File: src/rtl/fetch_queue.sv
// fetch_queue: sequential instruction prefetcher with a single-outstanding req/ack memory port
// feeding a DEPTH-entry {pc+4, inst} FIFO. Optional macro FQ_B2B_EN enables back-to-back requests.
module fetch_queue #(
    parameter int          DEPTH    = 4,
    parameter int          PTRW     = 2,
    parameter logic [31:0] RESET_PC = 32'h0000_0000
) (
    input  logic            clk,
    input  logic            rst,
    input  logic            redirect,
    input  logic [31:0]     redirect_pc,
    input  logic            deq,
    output logic            out_valid,
    output logic [31:0]     out_inst,
    output logic [31:0]     out_pc4,
    output logic [PTRW:0]   count,
    output logic            mem_req,
    output logic [31:0]     mem_addr,
    input  logic            mem_ack,
    input  logic [31:0]     mem_rdata,
    output logic [1:0]      dbg_state
);

    // Handshake: mem_req rises with mem_addr and both hold stable until the cycle mem_ack=1;
    // that cycle completes the transfer. deq is a single-cycle pop of the head entry.

    typedef enum logic [1:0] {
        S_IDLE = 2'd0,
        S_WAIT = 2'd1,
        S_DROP = 2'd2
    } state_t;

    localparam logic [PTRW:0]   FULL_CNT = (PTRW+1)'(DEPTH);
    localparam logic [PTRW:0]   CNT_ONE  = (PTRW+1)'(1);
    localparam logic [PTRW-1:0] PTR_ONE  = PTRW'(1);
`ifdef FQ_B2B_EN
    localparam logic [PTRW:0]   ALMOST_CNT = (PTRW+1)'(DEPTH - 1);
`endif

    state_t          state_q, state_d;
    logic [31:0]     fetch_pc_q, fetch_pc_d;
    logic [31:0]     addr_q, addr_d;
    logic [PTRW-1:0] rd_ptr_q, rd_ptr_d;
    logic [PTRW-1:0] wr_ptr_q, wr_ptr_d;
    logic [PTRW:0]   count_q, count_d;
    logic [31:0]     inst_mem [DEPTH];
    logic [31:0]     pc4_mem  [DEPTH];

    logic            push;
    logic            pop;
    logic            fifo_empty;
    logic            fifo_full;
    logic [31:0]     redirect_pc_al;
    logic [31:0]     pc_plus4;

    assign redirect_pc_al = redirect_pc & 32'hFFFF_FFFC;
    assign pc_plus4       = fetch_pc_q + 32'd4;
    assign fifo_empty     = (count_q == '0);
    assign fifo_full      = (count_q == FULL_CNT);
    assign pop            = deq && !fifo_empty;

    always_comb begin
        state_d    = state_q;
        fetch_pc_d = fetch_pc_q;
        addr_d     = addr_q;
        push       = 1'b0;
        case (state_q)
            S_IDLE: begin
                if (redirect) begin
                    fetch_pc_d = redirect_pc_al;
                end else if (!fifo_full) begin
                    state_d = S_WAIT;
                    addr_d  = fetch_pc_q;
                end
            end
            S_WAIT: begin
                if (mem_ack && !redirect) begin
                    push       = 1'b1;
                    fetch_pc_d = pc_plus4;
                    state_d    = S_IDLE;
`ifdef FQ_B2B_EN
                    // The slot for the next request must already be free once this push lands.
                    if (pop || (count_q < ALMOST_CNT)) begin
                        state_d = S_WAIT;
                        addr_d  = pc_plus4;
                    end
`endif
                end else if (redirect) begin
                    fetch_pc_d = redirect_pc_al;
                    state_d    = mem_ack ? S_IDLE : S_DROP;
                end
            end
            S_DROP: begin
                if (redirect) begin
                    fetch_pc_d = redirect_pc_al;
                end
                if (mem_ack) begin
                    state_d = S_IDLE;
                end
            end
            default: state_d = S_IDLE;
        endcase
    end

    always_comb begin
        rd_ptr_d = rd_ptr_q;
        wr_ptr_d = wr_ptr_q;
        count_d  = count_q;
        if (redirect) begin
            rd_ptr_d = '0;
            wr_ptr_d = '0;
            count_d  = '0;
        end else begin
            if (push) begin
                wr_ptr_d = wr_ptr_q + PTR_ONE;
            end
            if (pop) begin
                rd_ptr_d = rd_ptr_q + PTR_ONE;
            end
            case ({push, pop})
                2'b10:   count_d = count_q + CNT_ONE;
                2'b01:   count_d = count_q - CNT_ONE;
                default: count_d = count_q;
            endcase
        end
    end

    always_ff @(posedge clk or posedge rst) begin
        if (rst) begin
            state_q    <= S_IDLE;
            fetch_pc_q <= RESET_PC;
            addr_q     <= RESET_PC;
            rd_ptr_q   <= '0;
            wr_ptr_q   <= '0;
            count_q    <= '0;
        end else begin
            state_q    <= state_d;
            fetch_pc_q <= fetch_pc_d;
            addr_q     <= addr_d;
            rd_ptr_q   <= rd_ptr_d;
            wr_ptr_q   <= wr_ptr_d;
            count_q    <= count_d;
        end
    end

    // Storage needs no reset: reads are masked by the occupancy count.
    always_ff @(posedge clk) begin
        if (push) begin
            inst_mem[wr_ptr_q] <= mem_rdata;
            pc4_mem[wr_ptr_q]  <= pc_plus4;
        end
    end

    assign out_valid = !fifo_empty;
    assign out_inst  = fifo_empty ? 32'd0 : inst_mem[rd_ptr_q];
    assign out_pc4   = fifo_empty ? 32'd0 : pc4_mem[rd_ptr_q];
    assign count     = count_q;
    assign mem_req   = (state_q != S_IDLE);
    assign mem_addr  = addr_q;
    assign dbg_state = state_q;

endmodule

File: config.mk
export PLATFORM = sky130hd
export DESIGN_NAME = fetch_queue
export DESIGN_NICKNAME = d
export VERILOG_FILES = /design/src/rtl/fetch_queue.sv
export SDC_FILE = /design/constraint.sdc
export NUM_CORES = 1
export LEC_CHECK = 0
export BUFFER_PORTS_ARGS = -buffer_cell sky130_fd_sc_hd__clkbuf_2
export CAP_MARGIN = 20
export CORE_MARGIN = 1.5
export CORE_UTILIZATION = 30
export CTS_CLUSTER_SIZE = 10
export DETAILED_ROUTE_END_ITERATION = 6
export GPL_TIMING_DRIVEN = 0
export PLACE_DENSITY_LB_ADDON = 0.25
export SYNTH_ARGS = -nofsm -noshare
export SYNTH_HDL_FRONTEND = slang
export SYNTH_SLANG_ARGS = --single-unit
File: constraint.sdc
create_clock -name clk -period 5 [get_ports clk]
set_input_delay 0.5 -clock clk [delete_from_list [all_inputs] [get_ports clk]]
set_output_delay 0.5 -clock clk [all_outputs]
set_load 0.01 [all_outputs]
# Word-level counts from Yosys, hierarchy flattened
# Memories as Yosys holds them, arrays and structs flattened.
# Index checks and enable logic that the tools add are counted.
# op_classes
add_sub_neg	5
mul	0
n_div	0
order_cmp	0
n_eq_ne	9
shifts	0
n_mux	22
n_bitwise	2
reduce_logical	14
# ops
cell	count
32-bit 2-to-1 mux	4
32-bit one-hot mux with 2 select lines	1
32-bit by 3-bit adder with 32-bit output, second input constant	1
2-bit 2-to-1 mux	10
2-bit nonzero test	4
2-bit != test, second input constant	3
2-bit one-hot mux with 3 select lines	1
3-bit one-hot mux with 2 select lines	1
2-bit by 1-bit adder with 2-bit output, second input constant	2
2-bit by 1-bit equality test with 1-bit output, second input constant	2
2-bit equality test, second input constant	2
1-bit 2-to-1 mux	4
4-bit AND reduction	1
3-bit by 1-bit adder with 3-bit output, second input constant	1
3-bit equality test, second input constant	1
3-bit logical NOT	1
3-bit 2-to-1 mux	1
3-bit != test, second input constant	1
3-bit AND reduction	1
3-bit nonzero test	1
3-bit by 1-bit subtractor with 3-bit output, second input constant	1
1-bit logical AND	2
1-bit logical NOT	2
2-bit logical NOT	1
2 further kinds	3
# totals
ff_bits	73
latchBits	0
ramBits	256
mem_bits_ro	0
inputBits	69
output_inout_bits	103
elab_cells	60
memories	2
# memory_table
memory	depth	word_bits	rd	rd_ports_with_merged_regs	wr	line	source
inst_mem	4	32	1	0	1	46	logic [31:0] inst_mem [DEPTH];
pc4_mem	4	32	1	0	1	47	logic [31:0] pc4_mem [DEPTH];

# Depth between registers and ports, before layout
# Gate-level depths: netlist (run 1).
# depth
depth_word	7
mapped_depth	10
mapped_depth_nobuf	7

# Worst setup path before layout (run 1)
# OpenSTA, ideal clock, no wires.
# synth_path
path_type	reg2reg
from	reg state_q[0], in the netlist dbg_state[0]
to	mem inst_mem[0][0] (enable)
setup_ps	429
arrival_time_ps	2922
required_time_ps	4571
slack_ps	1649
path_stages_with_launch	6
path_buffers	3
synth_period_minus_slack_ps	3351
cell_sequence	dfrtp_1 buf_2 and4bb_2 clkbuf_1 clkbuf_1 and2_1
# synth_between
elab_chain_len	4
# synth_rtl
element	line	source
start: declaration	40	state_t state_q, state_d;
start signal: assignment	137	state_q <= state_d;
2-bit by 1-bit equality test with 1-bit output	67	case (state_q)
1-bit 2-to-1 mux	67	
1-bit 2-to-1 mux	148	if (push) begin
1-bit 2-to-1 mux (not written as such)	149	inst_mem[wr_ptr_q] <= mem_rdata;
end: declaration	46	
# No other way between the ends.

# Worst setup path after layout (run 1)
# layout_path
from	reg rd_ptr_q[1]
to	out out_pc4[13]
# layout_between
elab_chain_len	2
# layout_rtl
element	line	source
start: declaration	43	logic [PTRW-1:0] rd_ptr_q, rd_ptr_d;
start signal: assignment	140	rd_ptr_q <= rd_ptr_d;
memory 4 x 32 bit	-	
32-bit 2-to-1 mux	156	assign out_pc4 = fifo_empty ? 32'd0 : pc4_mem[rd_ptr_q];
end: declaration	15	output logic [31:0] out_pc4,
# No other way between the ends.

==> impl_metrics.yaml, run 1 <==
outcome:
  run_status: "finished clean"
clock_network:
  tritoncts: "built"
  clk_root_buffer_cell: "sky130_fd_sc_hd__clkbuf_16"
  cts.reportedPaths.clkPinSlew_ns: 0.05
  total_number_of_clock_tree_sinks: 329
  post-cts-setup-buffers: 0
  cts-root-to-sink-buffers: 3
  cts-hold-fix-buffers: 1
  htree_levels: 2
  cts.repair.resized: 0
  number_of_buffers_added_by_the_clock_tree_synthesis_step: 40
  clk-insertion-delay-late_ns: 0.55
logic_synthesis:
  net_count_after_synthesis: 894
  synth.yosys.warnings: 0
  synth_enable_flop_cells: 256
  synth.area.top_cells: "sky130_fd_sc_hd__edfxtp_1 (56%), sky130_fd_sc_hd__dfrtp_1 (13%), sky130_fd_sc_hd__mux4_2 (11%)"
  ys_seq_elements: 329
  synth_largest_area_cell: "sky130_fd_sc_hd__edfxtp_1"
  synth_commonest_cells: "sky130_fd_sc_hd__edfxtp_1 (256), sky130_fd_sc_hd__and2_1 (74), sky130_fd_sc_hd__dfrtp_1 (73)"
  async_flop_share_pct: 22.2
  synth_ff_type: "sky130_fd_sc_hd__edfxtp_1"
  synthesis.area_sq_um: 13700
  synth_largest_type_area_fraction_pct: 56.1
  synth_most_common_cell: "sky130_fd_sc_hd__edfxtp_1"
  syn_inst: 819
  synth.yosys.seq_area_share_pct: 69.5
  yosys.cell_types.count: 60
  syn-mean-instance-area_sq_um: 16.7
detailed_routing:
  drt-pass1-iter-count: 5
  antenna_violating_nets_post_route: 0
  num_vias: 7944
  post_drt_wl_per_cell_um: 21.3
  drc: 0
  detailedRoute.firstIterationViolations: 495
  detail_route.vias_per_cell: 4.78
  totalWireLength_mm: 35.4
grt:
  grt.busiest_layer: "met2"
  globalRouteMet3Util_pct: 3.52
  grt_antenna_before_repair: 1
  met2_usage_pct: 24.1
  total_congestion_overflow_after_global_routing: 0
  grt_start_max_net_pins: 47
  via_count_of_the_first_global_routing_pass: 8252
  grt_usage_pct: 15.3
  grt.met1_usage_pct: 21.0
  grt_first_pass_wirelength_mm: 52.9
timing:
  timing_worst_slew_pin_value_ns: 1.17
  final-hold-violation-count: 0
  period_minus_slack_ns: 3.50
  worst_clock_skew_ns: 0.0200
  timing.slew.headroom_pct: 21.3
  fin_crit_sh_pct: 69.9
  minimum_setup_slack_in_the_final_design_ns: 1.50
  setup_repair_after_global_routing_missed_its_margin: "no"
  highest_attainable_clock_frequency_mhz: 286
  setup_viol: 0
  timing_max_transition_violations_final: 0
critical_path:
  path_class: "reg2out"
  crit_required_ns: 4.50
  cp-start-kind: "flop"
  worst-endpoint-arrival_ns: 3.00
  path_max_fanout: 10
  end_kind: "primary output"
die:
  die_y_extent_um: 217
  die-width_um: 217
  floorplan.rows: 78
  io_count: 172
  core_region_area_sq_um: 45200
  die-area_sq_um: 46900
  initial_utilization_pct: 30.3
finish:
  diodes: 0
  num-nets-final: 1112
  layout-area-overhead-vs-synth_pct: 21.5
  finish.cell_count_without_fillers: 1663
  fraction_of_layout_cells_with_a_size_suffix_above_1_pct: 33.4
place:
  dpl_worst_slack_ns: 1.74
  port_buffers: 169
  place.detailed.hpwl_mm: 23.4
  finalWeightedCongestion: 0.790
  placed_cells: 1593
worst_hold_path:
  min_path_type: "in2reg"
flow_run:
  max_cap_viol_count: 0
power:
  power.ir.vdd_worst_mv: 0.236
  fin_total_pwr_mw: 8.87
  powerDensity_nw_per_um2: 533
  leakage_nw: 5.85
==> power breakdown <==
group          total, mW  leakage, nW  internal, mW  switching (mW)
Sequential          3.53         3.15          3.32           0.209
Combinational       2.71         2.14          1.18            1.53
Clock               2.63        0.555          1.55            1.08
==> per-stage QoR <==
| stage | cell area, sq um | TNS [ns] | utilization, % | hold slack [ns] |
|---|---|---|---|---|
| global placement | 15300 | -117.56 | 33.8 | 0.492 |
| detailed placement | 15400 | 0 | 34.2 | 0.496 |
| floorplan | 13700 | 0 | - | 0.483 |
| CTS | 16600 | 0 | 36.8 | 0.123 |
| global route | 16600 | 0 | 36.8 | 0.140 |
| finish | 16600 | 0 | 36.8 | 0.168 |
==> area by class of cell <==
class,instances,area (sq um)
fill,4320,28500
sequential,329,9510
multi-input combinational,430,3930
clock buffer,64,1130
timing repair buffer,176,1010
tap,600,751
buffer,52,229
clock inverter,4,36.3
inverter,8,32.5
==> critical path: stages (launching register included) <==
cell and delay (ns):
sky130_fd_sc_hd__dfrtp_1 0.33, sky130_fd_sc_hd__clkbuf_1 0.64, sky130_fd_sc_hd__buf_1 0.70, sky130_fd_sc_hd__mux4_2 0.42, sky130_fd_sc_hd__and2_1 0.21, sky130_fd_sc_hd__clkbuf_2 0.14
==> path summary, 6_finish.rpt <==
| path | end | slack, ns | start | cells after the start |
|---|---|---|---|---|
| worst min register to register | mem_addr[30] | 0.50 | mem_addr[30] | 1 |
| worst max register to register | count[2] | 1.82 | dbg_state[0] | 10 |
| min in group asynchronous | mem_addr[17] | 0.51 | rst | 3 |
| worst max-delay path | out_pc4[13] | 1.50 | rd_ptr_q[1] | 5 |
| worst min-delay path | inst_mem[2][4] | 0.17 | mem_rdata[4] | 1 |
| max in group asynchronous | mem_addr[0] | 3.89 | rst | 4 |
==> cells by family after synthesis <==
logic type	after synthesis	share of synthesized area (%)
compound gates	74	3.73
fa+ha+maj	6	0.603
mux	99	13.4
xor+xnor	33	2.11
buf+inv	60	1.89
simple gates	218	8.81
flops	329	69.5
==> sequential cells by signal, summed over array words and instances, names as in the netlist <==
name	cells
pc4_mem	128
inst_mem	128
rd_ptr_q	2
count	3
wr_ptr_q	2
fetch_pc_q	32
mem_addr	32
dbg_state	2
==> metal layers <==
layer,vias to the layer above,part of all wire (%),wire (um)
li1,3605,-,-
met1,4060,46,16100
met2,220,47,16600
met3,57,5.2,1840
met4,2,2.2,782
met5,-,0.034,12
==> cell usage in the layout, fill, tap and decap left out, types with 3 or more instances in the layout <==
cell / synthesis / final
sky130_fd_sc_hd__a211oi_1: 3 / 3
sky130_fd_sc_hd__a21oi_1: 16 / 16
sky130_fd_sc_hd__a311oi_1: 9 / 9
sky130_fd_sc_hd__and2_1: 74 / 70
sky130_fd_sc_hd__and2_4: 0 / 4
sky130_fd_sc_hd__and3_1: 8 / 8
sky130_fd_sc_hd__and4_1: 3 / 3
sky130_fd_sc_hd__buf_1: 9 / 9
sky130_fd_sc_hd__buf_16: 0 / 5
sky130_fd_sc_hd__buf_2: 14 / 14
sky130_fd_sc_hd__buf_4: 4 / 4
sky130_fd_sc_hd__clkbuf_1: 24 / 46
sky130_fd_sc_hd__clkbuf_16: 0 / 42
sky130_fd_sc_hd__clkbuf_2: 1 / 170
sky130_fd_sc_hd__dfrtp_1: 73 / 73
sky130_fd_sc_hd__edfxtp_1: 256 / 256
sky130_fd_sc_hd__ha_1: 5 / 5
sky130_fd_sc_hd__inv_1: 8 / 7
sky130_fd_sc_hd__mux2_2: 33 / 33
sky130_fd_sc_hd__mux4_2: 64 / 64
sky130_fd_sc_hd__nand2_1: 31 / 31
sky130_fd_sc_hd__nand3_1: 16 / 16
sky130_fd_sc_hd__nand3b_1: 3 / 3
sky130_fd_sc_hd__nand4_1: 6 / 6
sky130_fd_sc_hd__nor2_1: 41 / 41
sky130_fd_sc_hd__nor3_1: 11 / 11
sky130_fd_sc_hd__nor4_1: 6 / 6
sky130_fd_sc_hd__o21a_1: 4 / 4
sky130_fd_sc_hd__o21ai_0: 12 / 12
sky130_fd_sc_hd__o22a_1: 3 / 3
sky130_fd_sc_hd__o22ai_1: 9 / 9
sky130_fd_sc_hd__or3_1: 3 / 3
sky130_fd_sc_hd__xnor2_1: 20 / 20
sky130_fd_sc_hd__xor2_1: 13 / 13
Power figures use the tool's default switching activity.
==> inputs of run 2 (changes only) <==
==> constraint.sdc (replaced) <==
create_clock -name clk -period 3.4 [get_ports clk]
set_input_delay 0.34 -clock clk [delete_from_list [all_inputs] [get_ports clk]]
set_output_delay 0.34 -clock clk [all_outputs]
set_load 0.01 [all_outputs]
==> impl_metrics.yaml, run 2 (same netlist as run 1, synthesis figures left out) <==
timing:
  timing.slew.headroom_pct: 20.5
  worst_clock_skew_ns: 0.0203
  period_minus_slack_ns: 3.06
  final-hold-violation-count: 0
  hold_ws_ns: 0.0511
  timing_worst_slew_pin_value_ns: 1.18
  highest_attainable_clock_frequency_mhz: 327
  setup_viol: 0
  fin_crit_sh_pct: 90.0
  timing_max_transition_violations_final: 0
  setup_repair_after_global_routing_missed_its_margin: "no"
worst_hold_path:
  min_delay_path_depth: 3
  holdCritStartpoint: "redirect_pc[14]"
  min_path_type: "in2reg"
  hold-path-endpoint: "fetch_pc_q[14]"
clock_network:
  cts-root-to-sink-buffers: 3
  htree_levels: 2
  clk-insertion-delay-late_ns: 0.55
  number_of_buffers_added_by_the_clock_tree_synthesis_step: 40
  total_number_of_clock_tree_sinks: 329
  tritoncts: "built"
  clk_root_buffer_cell: "sky130_fd_sc_hd__clkbuf_16"
  cts.reportedPaths.clkPinSlew_ns: 0.05
  post-cts-setup-buffers: 0
die:
  core_region_area_sq_um: 45200
  die-area_sq_um: 46900
  io_count: 172
  die-width_um: 217
  initial_utilization_pct: 30.3
  die_y_extent_um: 217
  floorplan.rows: 78
critical_path:
  crit_required_ns: 3.06
  crit-reg2reg-launch: "dbg_state[0]"
  cp_max_delay_cell: "sky130_fd_sc_hd__dfrtp_1"
  end_kind: "primary output"
  cpPeakStageDelay_ns: 0.60
  path_max_fanout: 12
  path_class: "reg2out"
  cp-start-kind: "flop"
  crit_reg_reg_endpoint: "count[2]"
  reg2reg_slack_ns: 0.42
  critical_path.cell_chain: "or3_1 > clkbuf_1 > and2_1 > clkbuf_2"
  worst_r2r_path_depth: 10
  worst-endpoint-arrival_ns: 2.72
grt:
  via_count_of_the_first_global_routing_pass: 8371
  grt_usage_pct: 15.3
  grt_start_max_net_pins: 47
  total_congestion_overflow_after_global_routing: 0
  grt_antenna_before_repair: 0
  grt_first_pass_wirelength_mm: 53.2
detailed_routing:
  num_vias: 8085
  antenna_violating_nets_post_route: 0
  drc: 0
  totalWireLength_mm: 35.5
  detailedRoute.firstIterationViolations: 484
  drt-pass1-iter-count: 5
  detail_route.vias_per_cell: 4.77
  post_drt_wl_per_cell_um: 20.9
place:
  finalWeightedCongestion: 0.790
  place.detailed.hpwl_mm: 23.4
  port_buffers: 169
finish:
  fraction_of_layout_cells_with_a_size_suffix_above_1_pct: 32.6
  num-nets-final: 1143
  mostFrequentLayoutCells: "sky130_fd_sc_hd__edfxtp_1 (256), sky130_fd_sc_hd__clkbuf_2 (171), sky130_fd_sc_hd__dfrtp_1 (73)"
  largest_registers: "inst_mem (128), pc4_mem (128)"
  layout-area-overhead-vs-synth_pct: 23.9
  layout_commonest_cell: "sky130_fd_sc_hd__edfxtp_1"
flow_run:
  max_cap_viol_count: 0
power:
  leakage_nw: 5.99
  powerDensity_nw_per_um2: 770
  fin_total_pwr_mw: 13.1
  power.ir.vdd_worst_mv: 0.349
outcome:
  run_status: "finished clean"
==> run 2: worst max-delay path by stage <==
stage                 start              end  slack, ns  cells after the start
4_1_cts         rd_ptr_q[1]      out_inst[8]       0.07                      5
2_1_floorplan  dbg_state[0]   inst_mem[2][0]       0.05                      5
5_1_grt            count[0]      out_pc4[13]       0.14                      4
6_report           count[0]      out_pc4[13]       0.34                      4
3_3_place_gp   dbg_state[0]  inst_mem[0][11]      -2.03                      5
3_5_place_dp   dbg_state[0]   inst_mem[1][4]       0.21                      6
==> run 2: layer usage <==
layer / global-route usage (%) / routed length (um) / vias to the layer above
li1: - / - / 3665
met3: 3.41 / 1980 / 49
met4: 4.24 / 753 / 0
met5: 0 / 0 / -
met2: 24.1 / 16700 / 248
met1: 21.3 / 16100 / 4123
==> run 2: power by group <==
part / internal [mW] / total (mW) / switching (mW)
clock: 2.27 / 3.87 / 1.60
combinational: 1.76 / 3.99 / 2.23
sequential: 4.88 / 5.20 / 0.315
total: 8.92 / 13.1 / 4.14
==> run 2: stage by stage <==
stage          setup TNS [ns]  utilization [%]  setup WS [ns]  instances  cell area, sq um
3_5_place_dp                0             34.2          0.211       1593             15400
2_1_floorplan               0                -         0.0495        819             13700
3_3_place_gp          -521.20             33.8          -2.03       1588             15300
4_1_cts                     0             37.5         0.0654       1694             17000
5_1_grt                     0             37.6          0.140       1694             17000
6_report                    0             37.6          0.341       1695             17000
==> run 2: repair_timing <==
item | 4_1_cts | 5_1_grt
endpoints found under the hold margin | 161 | 0
hold buffers | 34 | 0
resized for setup | 2 | 2
setup endpoints to repair | 10 | 2
cloned | 0 | 0
==> run 2: layout make-up <==
| type | count | area (sq um) |
|---|---|---|
| Clock buffer | 64 | 1130 |
| Fill cell | 4294 | 28200 |
| Antenna cell | 1 | 2.50 |
| Clock inverter | 4 | 36.3 |
| Buffer | 50 | 230 |
| Multi-Input combinational cell | 430 | 3930 |
| Sequential cell | 329 | 9510 |
| Timing Repair Buffer | 209 | 1340 |
| Inverter | 8 | 32.5 |
| Tap cell | 600 | 751 |
==> run 2: critical path, delay by kind of cell, from the launching register on <==
kind / cells / cell delay (ns)
and+or+nand+nor: 2 / 0.87
buffers and inverters: 2 / 0.70
DFF: 1 / 0.60
